===== config.mk =====
export PLATFORM = sky130hd
export DESIGN_NAME = regfile_uart_dump
export DESIGN_NICKNAME = d
export VERILOG_FILES = /design/src/rtl/regdump_pkg.sv /design/src/rtl/uart_tx_byte.sv /design/src/rtl/regfile_uart_dump.sv
export SDC_FILE = /design/constraint.sdc
export NUM_CORES = 1
export LEC_CHECK = 0
export BUFFER_PORTS_ARGS = -buffer_cell sky130_fd_sc_hd__buf_4
export CORE_ASPECT_RATIO = 1.5
export CORE_MARGIN = 5
export CORE_UTILIZATION = 35
export CTS_BUF_LIST = sky130_fd_sc_hd__clkbuf_4 sky130_fd_sc_hd__clkbuf_8
export CTS_CLUSTER_DIAMETER = 50
export DETAILED_ROUTE_END_ITERATION = 8
export GPL_ROUTABILITY_DRIVEN = 0
export PLACE_DENSITY = 0.63
export SYNTH_ARGS = -nofsm -noshare
export SYNTH_HDL_FRONTEND = slang
export SYNTH_SLANG_ARGS = --single-unit

===== constraint.sdc =====
create_clock -name clk -period 6.95 [get_ports clk]
set_input_delay 1.7375 -clock clk [delete_from_list [all_inputs] [get_ports clk]]
set_output_delay 1.7375 -clock clk [all_outputs]
set_load 0.05 [all_outputs]

===== src/rtl/regdump_pkg.sv =====
// Shared types and constants for the register-file UART dump engine.
// REGDUMP_INDEX_EN: when defined, each register's data bytes are preceded by an index byte.
package regdump_pkg;

  typedef enum logic [1:0] {
    StIdle,
    StLoad,
    StSend,
    StDone
  } state_e;

  localparam int unsigned UART_FRAME_BITS = 10;

`ifdef REGDUMP_INDEX_EN
  localparam int unsigned BYTES_PER_REG = 5;
`else
  localparam int unsigned BYTES_PER_REG = 4;
`endif

  // Data bytes leave MSB byte first.
  function automatic logic [7:0] word_byte(input logic [31:0] word, input logic [2:0] idx);
    logic [7:0] b;
    case (idx)
      3'd0:    b = word[31:24];
      3'd1:    b = word[23:16];
      3'd2:    b = word[15:8];
      default: b = word[7:0];
    endcase
    return b;
  endfunction

endpackage


===== src/rtl/uart_tx_byte.sv =====
// 8N1 UART byte transmitter: owns the baud counter and the 10-bit frame shifter.
// ready_o is also high during the final stop-bit cycle so a new byte can follow with no gap.
module uart_tx_byte
  import regdump_pkg::*;
#(
  parameter int unsigned CLKS_PER_BIT = 5208
) (
  input  logic       clk,
  input  logic       reset,
  input  logic       load_i,
  input  logic [7:0] data_i,
  output logic       tx_o,
  output logic       ready_o
);

  localparam int unsigned CntW = $clog2(CLKS_PER_BIT);
  localparam logic [CntW-1:0] BaudLast = CntW'(CLKS_PER_BIT - 1);
  localparam logic [3:0] BitLast = 4'(UART_FRAME_BITS - 1);

  logic            active_q, active_d;
  logic [CntW-1:0] baud_q, baud_d;
  logic [3:0]      bit_q, bit_d;
  logic [9:0]      shift_q, shift_d;
  logic            bit_end;

  assign bit_end = active_q && (baud_q == BaudLast);
  assign ready_o = !active_q || (bit_end && (bit_q == BitLast));
  assign tx_o    = active_q ? shift_q[0] : 1'b1;

  always_comb begin
    active_d = active_q;
    baud_d   = baud_q;
    bit_d    = bit_q;
    shift_d  = shift_q;
    if (load_i && ready_o) begin
      active_d = 1'b1;
      baud_d   = '0;
      bit_d    = '0;
      shift_d  = {1'b1, data_i, 1'b0};
    end else if (bit_end) begin
      baud_d = '0;
      if (bit_q == BitLast) begin
        active_d = 1'b0;
      end else begin
        bit_d   = bit_q + 4'd1;
        shift_d = {1'b1, shift_q[9:1]};
      end
    end else if (active_q) begin
      baud_d = baud_q + CntW'(1);
    end
  end

  always_ff @(posedge clk or posedge reset) begin
    if (reset) begin
      active_q <= 1'b0;
      baud_q   <= '0;
      bit_q    <= '0;
      shift_q  <= '1;
    end else begin
      active_q <= active_d;
      baud_q   <= baud_d;
      bit_q    <= bit_d;
      shift_q  <= shift_d;
    end
  end

endmodule


===== src/rtl/regfile_uart_dump.sv =====
// Reads registers FIRST_REG..LAST_REG through a spare read port and streams them out as UART bytes.
// REGDUMP_INDEX_EN adds a leading {3'b000, index} byte per register.
module regfile_uart_dump
  import regdump_pkg::*;
#(
  parameter int unsigned CLKS_PER_BIT = 5208,
  parameter int unsigned FIRST_REG    = 0,
  parameter int unsigned LAST_REG     = 31
) (
  input  logic        clk,
  input  logic        reset,
  input  logic        start_i,
  output logic [4:0]  rd_addr_o,
  input  logic [31:0] rd_data_i,
  output logic        tx_o,
  output logic        busy_o,
  output logic        done_o
);

  localparam logic [4:0] FirstAddr = 5'(FIRST_REG);
  localparam logic [4:0] LastAddr  = 5'(LAST_REG);
  localparam logic [2:0] LastByte  = 3'(BYTES_PER_REG - 1);

  state_e      state_q, state_d;
  logic [31:0] word_q, word_d;
  logic [2:0]  byte_cnt_q, byte_cnt_d;
  logic [4:0]  rd_addr_q, rd_addr_d;

  logic        tx_ready;
  logic        tx_load;
  logic [2:0]  tx_idx;
  logic [31:0] tx_src;
  logic [7:0]  tx_data;
  logic        last_byte;

  assign last_byte = (byte_cnt_q == LastByte);
  assign rd_addr_o = rd_addr_q;

  always_ff @(posedge clk or posedge reset) begin
    if (reset) begin
      state_q    <= StIdle;
      word_q     <= '0;
      byte_cnt_q <= '0;
      rd_addr_q  <= FirstAddr;
    end else begin
      state_q    <= state_d;
      word_q     <= word_d;
      byte_cnt_q <= byte_cnt_d;
      rd_addr_q  <= rd_addr_d;
    end
  end

  always_comb begin
    state_d    = state_q;
    word_d     = word_q;
    byte_cnt_d = byte_cnt_q;
    rd_addr_d  = rd_addr_q;
    unique case (state_q)
      StIdle: begin
        if (start_i) begin
          rd_addr_d = FirstAddr;
          state_d   = StLoad;
        end
      end
      StLoad: begin
        word_d     = rd_data_i;
        byte_cnt_d = '0;
        state_d    = StSend;
      end
      StSend: begin
        if (tx_ready) begin
          if (!last_byte) begin
            byte_cnt_d = byte_cnt_q + 3'd1;
          end else if (rd_addr_q == LastAddr) begin
            state_d = StDone;
          end else begin
            rd_addr_d = rd_addr_q + 5'd1;
            state_d   = StLoad;
          end
        end
      end
      StDone:  state_d = StIdle;
      default: state_d = StIdle;
    endcase
  end

  // The first byte launches straight from the read port while the word is being captured.
  always_comb begin
    tx_load = 1'b0;
    tx_idx  = 3'd0;
    tx_src  = word_q;
    busy_o  = 1'b0;
    done_o  = 1'b0;
    unique case (state_q)
      StIdle: ;
      StLoad: begin
        busy_o  = 1'b1;
        tx_load = 1'b1;
        tx_src  = rd_data_i;
      end
      StSend: begin
        busy_o  = 1'b1;
        tx_load = tx_ready && !last_byte;
        tx_idx  = byte_cnt_q + 3'd1;
      end
      StDone:  done_o = 1'b1;
      default: ;
    endcase
  end

  always_comb begin
`ifdef REGDUMP_INDEX_EN
    tx_data = (tx_idx == 3'd0) ? {3'b000, rd_addr_q} : word_byte(tx_src, tx_idx - 3'd1);
`else
    tx_data = word_byte(tx_src, tx_idx);
`endif
  end

  uart_tx_byte #(
    .CLKS_PER_BIT(CLKS_PER_BIT)
  ) u_uart_tx_byte (
    .clk    (clk),
    .reset  (reset),
    .load_i (tx_load),
    .data_i (tx_data),
    .tx_o   (tx_o),
    .ready_o(tx_ready)
  );

endmodule


==> results by group, run 1 <==
GRT
  – GRT Total Usage: 0.122
  – Grt total ovfl: 0
  – First-pass GRT wire length: 11800 microns
  – Largest net degree at the start of global routing: 70
  – Vias in the first global route: 2548
  – Initial antenna violation count: 0

Critical path
  – Worst setup EP type: primary output
  – CP max FO: 5
  – Crit-path max cell delay: 0.42 ns
  – Worst reg2reg setup slack: approximately 4.1 ns
  – Startpoint types: flop
  – Worst EP required: between 5 and 6 ns
  – Crit path cell chain: inv_1 -> ha_1 -> buf_4
  – CP max stage cell: dfrtp_1
  – Critical Path AT: 1.47 ns
  – R2R Path End: u_uart_tx_byte.shift_q[5]$_DFFE_PP1P_
  – Worst r2r path cells: 7
  – Crit Path Category: reg -> out
  – Reg2reg start: state_q[0]$_DFFE_PP0P_

Timing
  – Worst clock skew: 0.0120 ns
  – Unrepaired setup endpoints after global routing: false
  – Final setup viols: 0
  – Fin crit period: 3.20 ns
  – Fin Setup TNS: 0 ns
  – Fin. max-slew vios: 0
  – Final Hold Viols: 0
  – Worst-Margin Slew: 0.902 ns
  – Period Utilization, post-route: 0.461
  – Hold WS: 0.487 ns
  – FMAX: ~0.31 GHz
  – Relative slew margins: 0.398

Routing
  – DRT Pass-1 Iters: 4
  – # DRC: 0
  – 1st-iter DRT viols: 127
  – Antenna violation net count after detailed routing: 0
  – Drt total wl: 6870 microns
  – Via count: 2386
  – WL/cell: 14.9 microns
  – Drt via density: 5.19

Synthesis
  – Prevailing post-synth register cell: dfrtp_1
  – Mux cell area share after synthesis: 0.155
  – XOR/XNOR share of the synthesized area: 0.0350
  – Post-Synthesis Cells: between 200 and 300
  – Post-synth ARST share: 1.00
  – Number of flops mapped to enable cells by yosys: 0
  – Avg Cell Area, Syn: 11.8 sq um
  – Top-count cell post-synth: dfrtp_1
  – Simple-Gate Fraction of Synth Area: 0.132
  – Top cells by area, synth: dfrtp_1 (43%), mux2_2 (7.1%), dfstp_2 (6.7%), mux2i_1 (4.9%), ha_1 (4.3%)
  – Synth top area share: 0.428
  – Cell Area, Synth: between 3000 and 4000 sq um
  – Main combinational cell family by area after synthesis: multiplexers
  – Area leader, netlist: dfrtp_1
  – Ys Warns: 0
  – Synth top cells by count: dfrtp_1 (60), nor2_1 (23), mux2_2 (22), nand2_1 (22), mux2i_1 (17)
  – Mapped Nets: roughly 350
  – Register area share after synthesis: 0.496
  – Synth Register Bits: 69
  – Synth Area in Compound Gates: 0.107
  – Adder-cell area share of the yosys netlist: 0.0428
  – Distinct cells, synth: 50

Clock tree
  – Setup bufs post-CTS: 0
  – Clock slew at reported path FFs: about 0.07 ns
  – Longest Clk Path Bufs: 2
  – Clock Sinks: 69
  – CTS tree: yes
  – Post-cts sizing count: 0
  – CTS Buf Count: 9
  – H-tree levels: 3
  – Clk Latency, worst-skew pair: roughly 0.35 ns
  – CTS Hold Bufs: 0
  – CTS root buffer: clkbuf_8

Run status
  – Status: completed

Floorplan
  – Vert. Die Dim: 133 microns
  – Total die area: 12200 sq um
  – Die width: ~92 microns
  – Initial Util: 0.360
  – Row cnt: 44
  – CORE AREA: 9740 sq um
  – Io pins: 43

Layout
  – Net count of the finished layout: 387
  – Area growth syn-to-layout: 18.0%
  – Share of cells above drive strength 1: 0.301
  – Non-Filler Instances: 460
  – Antenna cell count: 0

Min path
  – Hold depth: 1
  – Hold Path Class: reg -> reg
  – Hold Crit Start: word_q[0]$_DFF_PP0_
  – Hold EP: word_q[0]$_DFF_PP0_

Placement
  – IO buf count: 42
  – Final HPWL DP: 4900 microns
  – DP Cell Count: 444

Pwr
  – PD cells: ~190 nW/um^2
  – Tot Pwr: 798 uW
  – Maximum VDD drop: 0.152 mV
  – Static Leak: 0.00194 uW

Job
  – Max Cap Violations: 0
==> report_power, final <==
group / total, uW / switching (uW) / leakage (uW) / internal [uW]
Combinational: 22.7 / 10.3 / 0.000932 / 12.5
Clock: 373 / 149 / 0.000120 / 224
Sequential: 402 / 0 / 0.000890 / 402
==> layout make-up <==
class / instances / area, sq um
clock buffer: 12 / 159
fill: 943 / 5610
clock inverter: 4 / 70.1
sequential: 69 / 1740
multi-input combinational: 206 / 1650
tap: 115 / 144
timing repair buffer: 45 / 338
inverter: 9 / 33.8
==> sequential cells by signal (all words and copies together) (netlist names) <==
signal / cells
byte_cnt_q: 3
u_uart_tx_byte.shift_q: 9
u_uart_tx_byte.bit_q: 4
rd_addr_o: 5
u_uart_tx_byte.active_q: 1
u_uart_tx_byte.baud_q: 13
state_q: 2
word_q: 32
==> cell families (layout without fill, tap and decap cells) <==
| kind of cell | after synthesis | count (layout) |
|---|---|---|
| and+or+nand+nor | 85 | 85 |
| DFF | 69 | 69 |
| muxes | 50 | 50 |
| AOI/OAI and AO/OA | 45 | 45 |
| buffers and inverters | 23 | 70 |
| xor gates and xnor gates | 14 | 14 |
| adders and majority gates | 12 | 12 |
==> placed cells by master (no fill, tap or decap), drive strengths merged, types with 3 or more instances in the layout <==
master	netlist	layout
a22o	4	4
mux2i	17	17
o21ai	5	5
mux2	33	33
nand4	6	6
nand3	9	9
dfstp	9	9
nor2b	4	4
buf	10	45
nand2	22	22
a22oi	5	5
and3	3	3
xor2	11	11
nand2b	4	4
a21oi	4	4
o211ai	6	6
a31oi	3	3
a21bo	4	4
and4	6	6
inv	9	9
a41o	3	3
xnor2	3	3
clkbuf	4	12
nor2	24	24
ha	12	12
dfrtp	60	60
==> metal layers <==
| metal | wire length, microns | vias to the layer above | part of all wire | GRT usage |
|---|---|---|---|---|
| met3 | 189 | 11 | 0.028 | 0.0227 |
| met1 | 2910 | 1175 | 0.42 | 0.140 |
| met2 | 3570 | 43 | 0.52 | 0.207 |
| li1 | - | 1157 | - | - |
| met5 | 0 | - | 0 | 0 |
| met4 | 204 | 0 | 0.030 | 0.0769 |
==> worst max-delay path by stage <==
| stage | start | endpoint | slack, ns | cells past startpoint |
|---|---|---|---|---|
| floorplan | reset | byte_cnt_q[0]$_DFFE_PP0P_ | 3.49 | 1 |
| global placement | rd_data_i[16] | u_uart_tx_byte.shift_q[1]$_DFFE_PP1P_ | 3.97 | 6 |
| detailed placement | rd_data_i[16] | u_uart_tx_byte.shift_q[1]$_DFFE_PP1P_ | 3.95 | 6 |
| CTS | state_q[1]$_DFFE_PP0P_ | busy_o | 3.72 | 3 |
| global route | state_q[1]$_DFFE_PP0P_ | busy_o | 3.65 | 3 |
| finish | state_q[1]$_DFFE_PP0P_ | busy_o | 3.75 | 3 |
==> per-stage QoR <==
stage               setup WS [ns]   util  instance area (sq um)
floorplan                    3.49      -                   3510
global placement             3.97  0.401                   3910
detailed placement           3.95  0.401                   3910
CTS                          3.72  0.424                   4140
global route                 3.65  0.424                   4140
finish                       3.75  0.424                   4140
==> worst max-delay path: cells and delay by family, from the launching register on <==
kind | cells | cell delay, ns
flip-flops | 1 | 0.42
buffers and inverters | 2 | 0.34
adder cells (fa/ha/maj) | 1 | 0.36
(Power assumes the default switching activity.)
==> run 2, diff against run 1 <==
--- a/config.mk
+++ b/config.mk
@@ -13,7 +13,7 @@
 export CTS_CLUSTER_DIAMETER = 50
 export DETAILED_ROUTE_END_ITERATION = 8
 export GPL_ROUTABILITY_DRIVEN = 0
-export PLACE_DENSITY = 0.63
+export PLACE_DENSITY = 0.65
 export SYNTH_ARGS = -nofsm -noshare
 export SYNTH_HDL_FRONTEND = slang
 export SYNTH_SLANG_ARGS = --single-unit
==> constraint.sdc (replaced) <==
create_clock -name clk -period 2.75 [get_ports clk]
set_input_delay 0.6875 -clock clk [delete_from_list [all_inputs] [get_ports clk]]
set_output_delay 0.6875 -clock clk [all_outputs]
set_load 0.05 [all_outputs]
==> run 2 against run 1 <==
  * Worst setup slack lost 3.3 ns
  * Flip-flop and latch count stayed put
  * Clock power up 130%
  * Register-to-register slack got worse by 3.7 ns
  * Count of clock-buffer cells in the layout down 2
  * Non-clock buffer count increased by 7
  * Combinational power rose to 2.7 times the previous value
  * Global-route usage increased by 0.33 points
  * Clock skew hardly changed
  * Via count grew 3.6%
  * Final cell count increased by 1.5%
  * Largest power group unchanged
==> results by group, run 2 (same netlist as run 1, synthesis figures left out) <==
Pwr
  – Clock share of power: 0.445
  – Sequential Power Share: 0.523
  – P_sw: around 440 uW
  – Static Leak: approximately 0.002 uW
  – Switching part of the total: 0.226
  – Internal Power: 1500 uW
  – Maximum VDD drop: 0.286 mV
  – Combinational Power Share: 0.032
  – PD cells: 463 nW/um^2

Clock tree
  – Clock Sinks: 69
  – Longest Clk Path Bufs: 2
  – CTS Buf Count: 9
  – Setup bufs post-CTS: 0
  – CTS tree: yes
  – CTS root buffer: clkbuf_8
  – Clk Latency, worst-skew pair: roughly 0.35 ns
  – H-tree levels: 3
  – CTS Hold Bufs: 0
  – Post-cts sizing count: 0
  – Clock slew at reported path FFs: approximately 0.080 ns

Critical path
  – Worst EP required: 3.03 ns
  – Worst setup EP type: flop
  – Critical Path AT: 2.59 ns
  – Startpoint types: flop
  – Crit Path Category: reg -> reg
  – CP max FO: 11

Job
  – Max Cap Violations: 0

Routing
  – Drt via density: 5.30
  – 1st-iter DRT viols: between 90 and 100
  – DRT Pass-1 Iters: 4
  – # DRC: 0
  – Via count: roughly 2500
  – Drt total wl: 7170 microns
  – Antenna violation net count after detailed routing: 0
  – WL/cell: 15.4 microns

Timing
  – FMAX: 0.433 GHz
  – Fin. max-slew vios: 0
  – Fin crit period: 2.31 ns
  – Final setup viols: 0
  – Worst clock skew: between 0.01 and 0.015 ns
  – Worst-Margin Slew: 0.694 ns
  – Unrepaired setup endpoints after global routing: false
  – Fin Setup TNS: 0 ns
  – Hold WS: 0.356 ns
  – Period Utilization, post-route: 0.840
  – Slack of the critical path: 0.439 ns
  – Final Hold Viols: 0
  – Relative slew margins: 0.534

GRT
  – Grt total ovfl: 0
  – Initial antenna violation count: 0
  – GRT Total Usage: 0.125
  – First-pass GRT wire length: 12300 microns
  – Largest net degree at the start of global routing: 36
  – Vias in the first global route: 2628

Floorplan
  – Vert. Die Dim: 133 microns
  – Io pins: 43
  – Total die area: 12200 sq um
  – CORE AREA: 9740 sq um
  – Row cnt: between 40 and 50
  – Initial Util: 0.360
  – Die width: just over 90 microns

Placement
  – Post-placement cell area: 3980 sq um
  – IO buf count: 42
  – Worst setup slack after placement: 0.441 ns
  – DP Cell Count: roughly 450
  – Final HPWL DP: approximately 5200 microns

Layout
  – Largest register FFs: 32
  – Top Registers: word_q x32, u_uart_tx_byte.baud_q x13, u_uart_tx_byte.shift_q x9
  – Non-Filler Instances: about 470
  – Largest Register: word_q
  – Commonest non-fill, non-tap cells in the layout: dfrtp_1 (60), buf_4 (50), nor2_1 (23)
  – Commonest non-fill, non-tap cell in the layout: dfrtp_1
  – Antenna cell count: 0
  – Area growth syn-to-layout: 19.6%
  – Net count of the finished layout: between 300 and 400
  – Finished Cell Area: 4190 sq um
  – Share of cells above drive strength 1: 0.315

Min path
  – Hold Path Class: in -> async

Run status
  – Status: completed
[run 2: final timing paths]
check                           slack (ns)                   start  cells after the start                               endpoint
worst max-delay path                  0.44  state_q[0]$_DFFE_PP0P_                      8  u_uart_tx_byte.shift_q[5]$_DFFE_PP1P_
min in group clk                      0.50    word_q[11]$_DFF_PP0_                      1                   word_q[11]$_DFF_PP0_
worst min-delay path                  0.36                   reset                      2                    word_q[0]$_DFF_PP0_
max in group asynchronous             1.74                   reset                      3  u_uart_tx_byte.baud_q[11]$_DFFE_PP0P_
worst min register to register        0.50    word_q[11]$_DFF_PP0_                      1                   word_q[11]$_DFF_PP0_
worst max register to register        0.44  state_q[0]$_DFFE_PP0P_                      8  u_uart_tx_byte.shift_q[5]$_DFFE_PP1P_
[run 2: final cells by class]
cell class	instances	area, sq um
clock buffers	10	138
clock inverters	6	70.1
fillers	905	5550
inverters	9	33.8
multi-input cells	206	1650
flip-flops and latches	69	1740
well taps	115	144
repair buffers	52	415
[run 2: worst max-delay path: stages (launching register included)]
cell     delay (ns)
dfrtp_1        0.43
inv_1          0.12
ha_1           0.36
nor2b_1        0.22
o21ai_1        0.16
o31ai_4        0.45
buf_4          0.24
nor2b_1        0.15
a221o_1        0.12
[run 2: stage by stage]
step	total power, uW	util
2_1_floorplan	1050	-
3_3_place_gp	1100	0.409
3_5_place_dp	1100	0.409
4_1_cts	1970	0.430
5_1_grt	2010	0.430
6_report	1940	0.430
[run 2: power by group through the flow]
stage / Sequential, uW / Clock, uW / Combinational [uW]
after floorplan: 1030 / 0 / 15.3
after global placement: 1030 / 0 / 62.8
after detailed placement: 1030 / 0 / 63.5
after CTS: 1010 / 887 / 63.6
after global routing: 1010 / 931 / 69.1
final: 1010 / 863 / 61.2
[run 2: layer usage]
metal,track usage,wire length [microns],up-vias
li1,-,-,1171
met1,0.148,3000,1248
met2,0.218,3790,43
met3,0.0267,262,11
met4,0.0529,121,0
met5,0,0,-
==> run 3, diff against run 2 <==
--- a/config.mk
+++ b/config.mk
@@ -5,6 +5,7 @@
 export SDC_FILE = /design/constraint.sdc
 export NUM_CORES = 1
 export LEC_CHECK = 0
+export ABC_AREA = 1
 export BUFFER_PORTS_ARGS = -buffer_cell sky130_fd_sc_hd__buf_4
 export CORE_ASPECT_RATIO = 1.5
 export CORE_MARGIN = 5
@@ -13,7 +14,7 @@
 export CTS_CLUSTER_DIAMETER = 50
 export DETAILED_ROUTE_END_ITERATION = 8
 export GPL_ROUTABILITY_DRIVEN = 0
-export PLACE_DENSITY = 0.65
+export PLACE_DENSITY = 0.64
 export SYNTH_ARGS = -nofsm -noshare
 export SYNTH_HDL_FRONTEND = slang
 export SYNTH_SLANG_ARGS = --single-unit
==> constraint.sdc (replaced) <==
create_clock -name clk -period 2 [get_ports clk]
set_input_delay 0.5 -clock clk [delete_from_list [all_inputs] [get_ports clk]]
set_output_delay 0.5 -clock clk [all_outputs]
set_load 0.05 [all_outputs]
==> run 3 against run 2 <==
  * Critical path depth fell by 5
  * Combinational power rose to 45 times the previous value
  * Global-route usage rose by 1.4 points
  * Worst hold slack got worse by 0.23 ns
  * First-iteration DRC count rose by 7.6%
  * Non-clock buffer count rose by 6
  * Via count rose by 32%
  * Worst setup slack got worse by 0.36 ns
  * Clock skew barely moved
  * Critical endpoint is now busy_o
  * Largest cell class unchanged
==> results by group, run 3 <==
Run status
  – Status: completed

Pwr
  – PD cells: 1350 nW/um^2
  – Static Leak: 0.00241 uW
  – Maximum VDD drop: 0.403 mV
  – Tot Pwr: 6130 uW

Timing
  – Fin. max-slew vios: 0
  – Final Hold Viols: 0
  – Relative slew margins: 0.767
  – Final setup viols: 0
  – Period Utilization, post-route: 0.959
  – Fin crit period: around 1.9 ns
  – FMAX: 0.521 GHz
  – Worst-Margin Slew: 0.348 ns
  – Worst clock skew: 0.0119 ns

GRT
  – GRT Total Usage: 0.140
  – First-pass GRT wire length: 14400 microns
  – Vias in the first global route: 3270
  – Initial antenna violation count: 0
  – Grt total ovfl: 0
  – Largest net degree at the start of global routing: 56

Clock tree
  – Longest Clk Path Bufs: 2
  – Clock Sinks: 69
  – CTS Hold Bufs: 0
  – CTS root buffer: clkbuf_8
  – CTS Buf Count: 9
  – CTS tree: yes
  – Clock slew at reported path FFs: 0.07 ns
  – H-tree levels: 3
  – Clk Latency, worst-skew pair: 0.34 ns

Synthesis
  – Top cells by area, synth: dfrtp_1 (40%), nand2_1 (18%), dfstp_2 (6.3%), inv_1 (6.1%), nand3_1 (5.2%)
  – XOR/XNOR share of the synthesized area: 0.0209
  – Top-count cell post-synth: nand2_1
  – Main combinational cell family by area after synthesis: simple AND/OR/NAND/NOR gates
  – Simple-Gate Fraction of Synth Area: 0.362
  – Ys Warns: 0
  – Post-Synthesis Cells: approximately 500
  – Synth Register Bits: 69
  – Distinct cells, synth: 30
  – Mapped Nets: 548
  – Post-synth ARST share: 1.00
  – Cell Area, Synth: 3770 sq um
  – Register area share after synthesis: 0.461
  – Area leader, netlist: dfrtp_1
  – Synth top area share: 0.398
  – Synth top cells by count: nand2_1 (182), inv_1 (61), dfrtp_1 (60)
  – Prevailing post-synth register cell: dfrtp_1
  – Number of flops mapped to enable cells by yosys: 0
  – Adder-cell area share of the yosys netlist: 0.0398
  – Synth Area in Compound Gates: 0.0275
  – Avg Cell Area, Syn: approximately 7.5 sq um
  – Mux cell area share after synthesis: 0

Critical path
  – Startpoint types: flop
  – Worst setup EP type: primary output
  – R2R Path End: u_uart_tx_byte.shift_q[4]$_DFFE_PP1P_
  – Worst r2r path cells: 10
  – Worst reg2reg setup slack: ~0.16 ns
  – Crit Path Category: reg -> out
  – Worst EP required: 1.50 ns
  – CP max FO: 4
  – Reg2reg start: byte_cnt_q[0]$_DFFE_PP0P_
  – Critical Path AT: approximately 1.4 ns

Routing
  – 1st-iter DRT viols: 99
  – WL/cell: 11.9 microns
  – Drt via density: 4.62
  – Drt total wl: 8420 microns
  – # DRC: 0
  – Via count: around 3300
  – Antenna violation net count after detailed routing: 0
  – DRT Pass-1 Iters: 4

Floorplan
  – Initial Util: 0.356
  – Die width: roughly 95 microns
  – Row cnt: 46
  – Total die area: 13000 sq um
  – Io pins: between 40 and 50
  – Vert. Die Dim: around 140 microns
  – CORE AREA: 10600 sq um

Layout
  – Commonest non-fill, non-tap cells in the layout: nand2_1 (182), inv_1 (60), dfrtp_1 (60)
  – Net count of the finished layout: 605
  – Share of cells above drive strength 1: 0.195
  – Largest Register: word_q
  – Utilization after layout: 0.430
  – Area growth syn-to-layout: 20.8%
  – Largest register FFs: 32
  – Antenna cell count: 0
  – Top Registers: word_q x32, u_uart_tx_byte.baud_q x13, u_uart_tx_byte.shift_q x9
  – Commonest non-fill, non-tap cell in the layout: nand2_1

Placement
  – IO buf count: 42
  – Final HPWL DP: 6380 microns

Job
  – Max Cap Violations: 0

Min path
  – Hold Path Class: in -> async
==> run 3: cell types whose count changed after synthesis, moves of 7 or more <==
cell and change:
o21ai_0 +7, nand4_1 +12, nand2_1 +160, mux2i_1 -17, nand3_1 +30, mux2_1 -11, inv_1 +52, mux2_2 -22
nor2_1 +29
==> run 3: cells by family after synthesis <==
logic type / count (synthesis)
AO/OA/AOI/OAI: 18
XOR/XNOR: 9
adder cells (fa/ha/maj): 12
buffers and inverters: 81
flip-flops: 69
AND/OR/NAND/NOR: 312
==> run 3: area by class of cell <==
cell class | instances | area (sq um)
fill | 1118 | 6030
sequential | 69 | 1740
multi-input combinational | 351 | 1710
timing repair buffer | 58 | 473
inverter | 69 | 263
tap | 144 | 180
clock buffer | 11 | 139
clock inverter | 5 | 52.6
==> run 3: worst max path at each step <==
stage,from,end,cells after the start
floorplan,state_q[0]$_DFFE_PP0P_,u_uart_tx_byte.baud_q[0]$_DFFE_PP0P_,8
global placement,byte_cnt_q[0]$_DFFE_PP0P_,u_uart_tx_byte.shift_q[1]$_DFFE_PP1P_,10
detailed placement,byte_cnt_q[0]$_DFFE_PP0P_,u_uart_tx_byte.shift_q[4]$_DFFE_PP1P_,10
CTS,state_q[1]$_DFFE_PP0P_,u_uart_tx_byte.shift_q[8]$_DFFE_PP1P_,10
global route,byte_cnt_q[0]$_DFFE_PP0P_,u_uart_tx_byte.shift_q[4]$_DFFE_PP1P_,11
finish,state_q[1]$_DFFE_PP0P_,busy_o,3
==> run 3: per-stage QoR <==
step           setup slack (ns)  setup TNS [ns]  hold slack, ns  std cells  area (sq um)
3_3_place_gp             0.0998               0           0.456        690          4340
4_1_cts                  0.0490               0           0.122        706          4540
6_report                 0.0816               0           0.128        707          4560
3_5_place_dp           -0.00277        -0.00277           0.457        690          4340
2_1_floorplan             0.111               0           0.438        501          3780
5_1_grt                -0.00274        -0.00274           0.138        707          4560
==> run 3: where the power goes <==
part	switching [uW]	leakage, uW	internal, uW
clock network	518	0.0000999	598
logic	1790	0.00147	987
registers	267	0.000842	1970
total	2580	0.00241	3550
==> run 3: layer usage <==
layer / routed length, microns / GRT usage / vias to the layer above
li1: - / - / 1664
met1: 3480 / 0.151 / 1524
met2: 4440 / 0.259 / 66
met3: 361 / 0.0325 / 14
met4: 139 / 0.0546 / 0
met5: 0 / 0 / -
==> run 3: repair_timing <==
| item | CTS | global route |
|---|---|---|
| gates resized for setup | 1 | 2 |
| pin swaps | 0 | 0 |
| buffers inserted | 0 | 1 |
| setup endpoints to repair | 2 | 14 |
==> run 3: worst max-delay path: stages (launching register included) <==
cell	delay, ns
dfrtp_1	0.42
inv_1	0.17
ha_1	0.29
buf_4	0.20
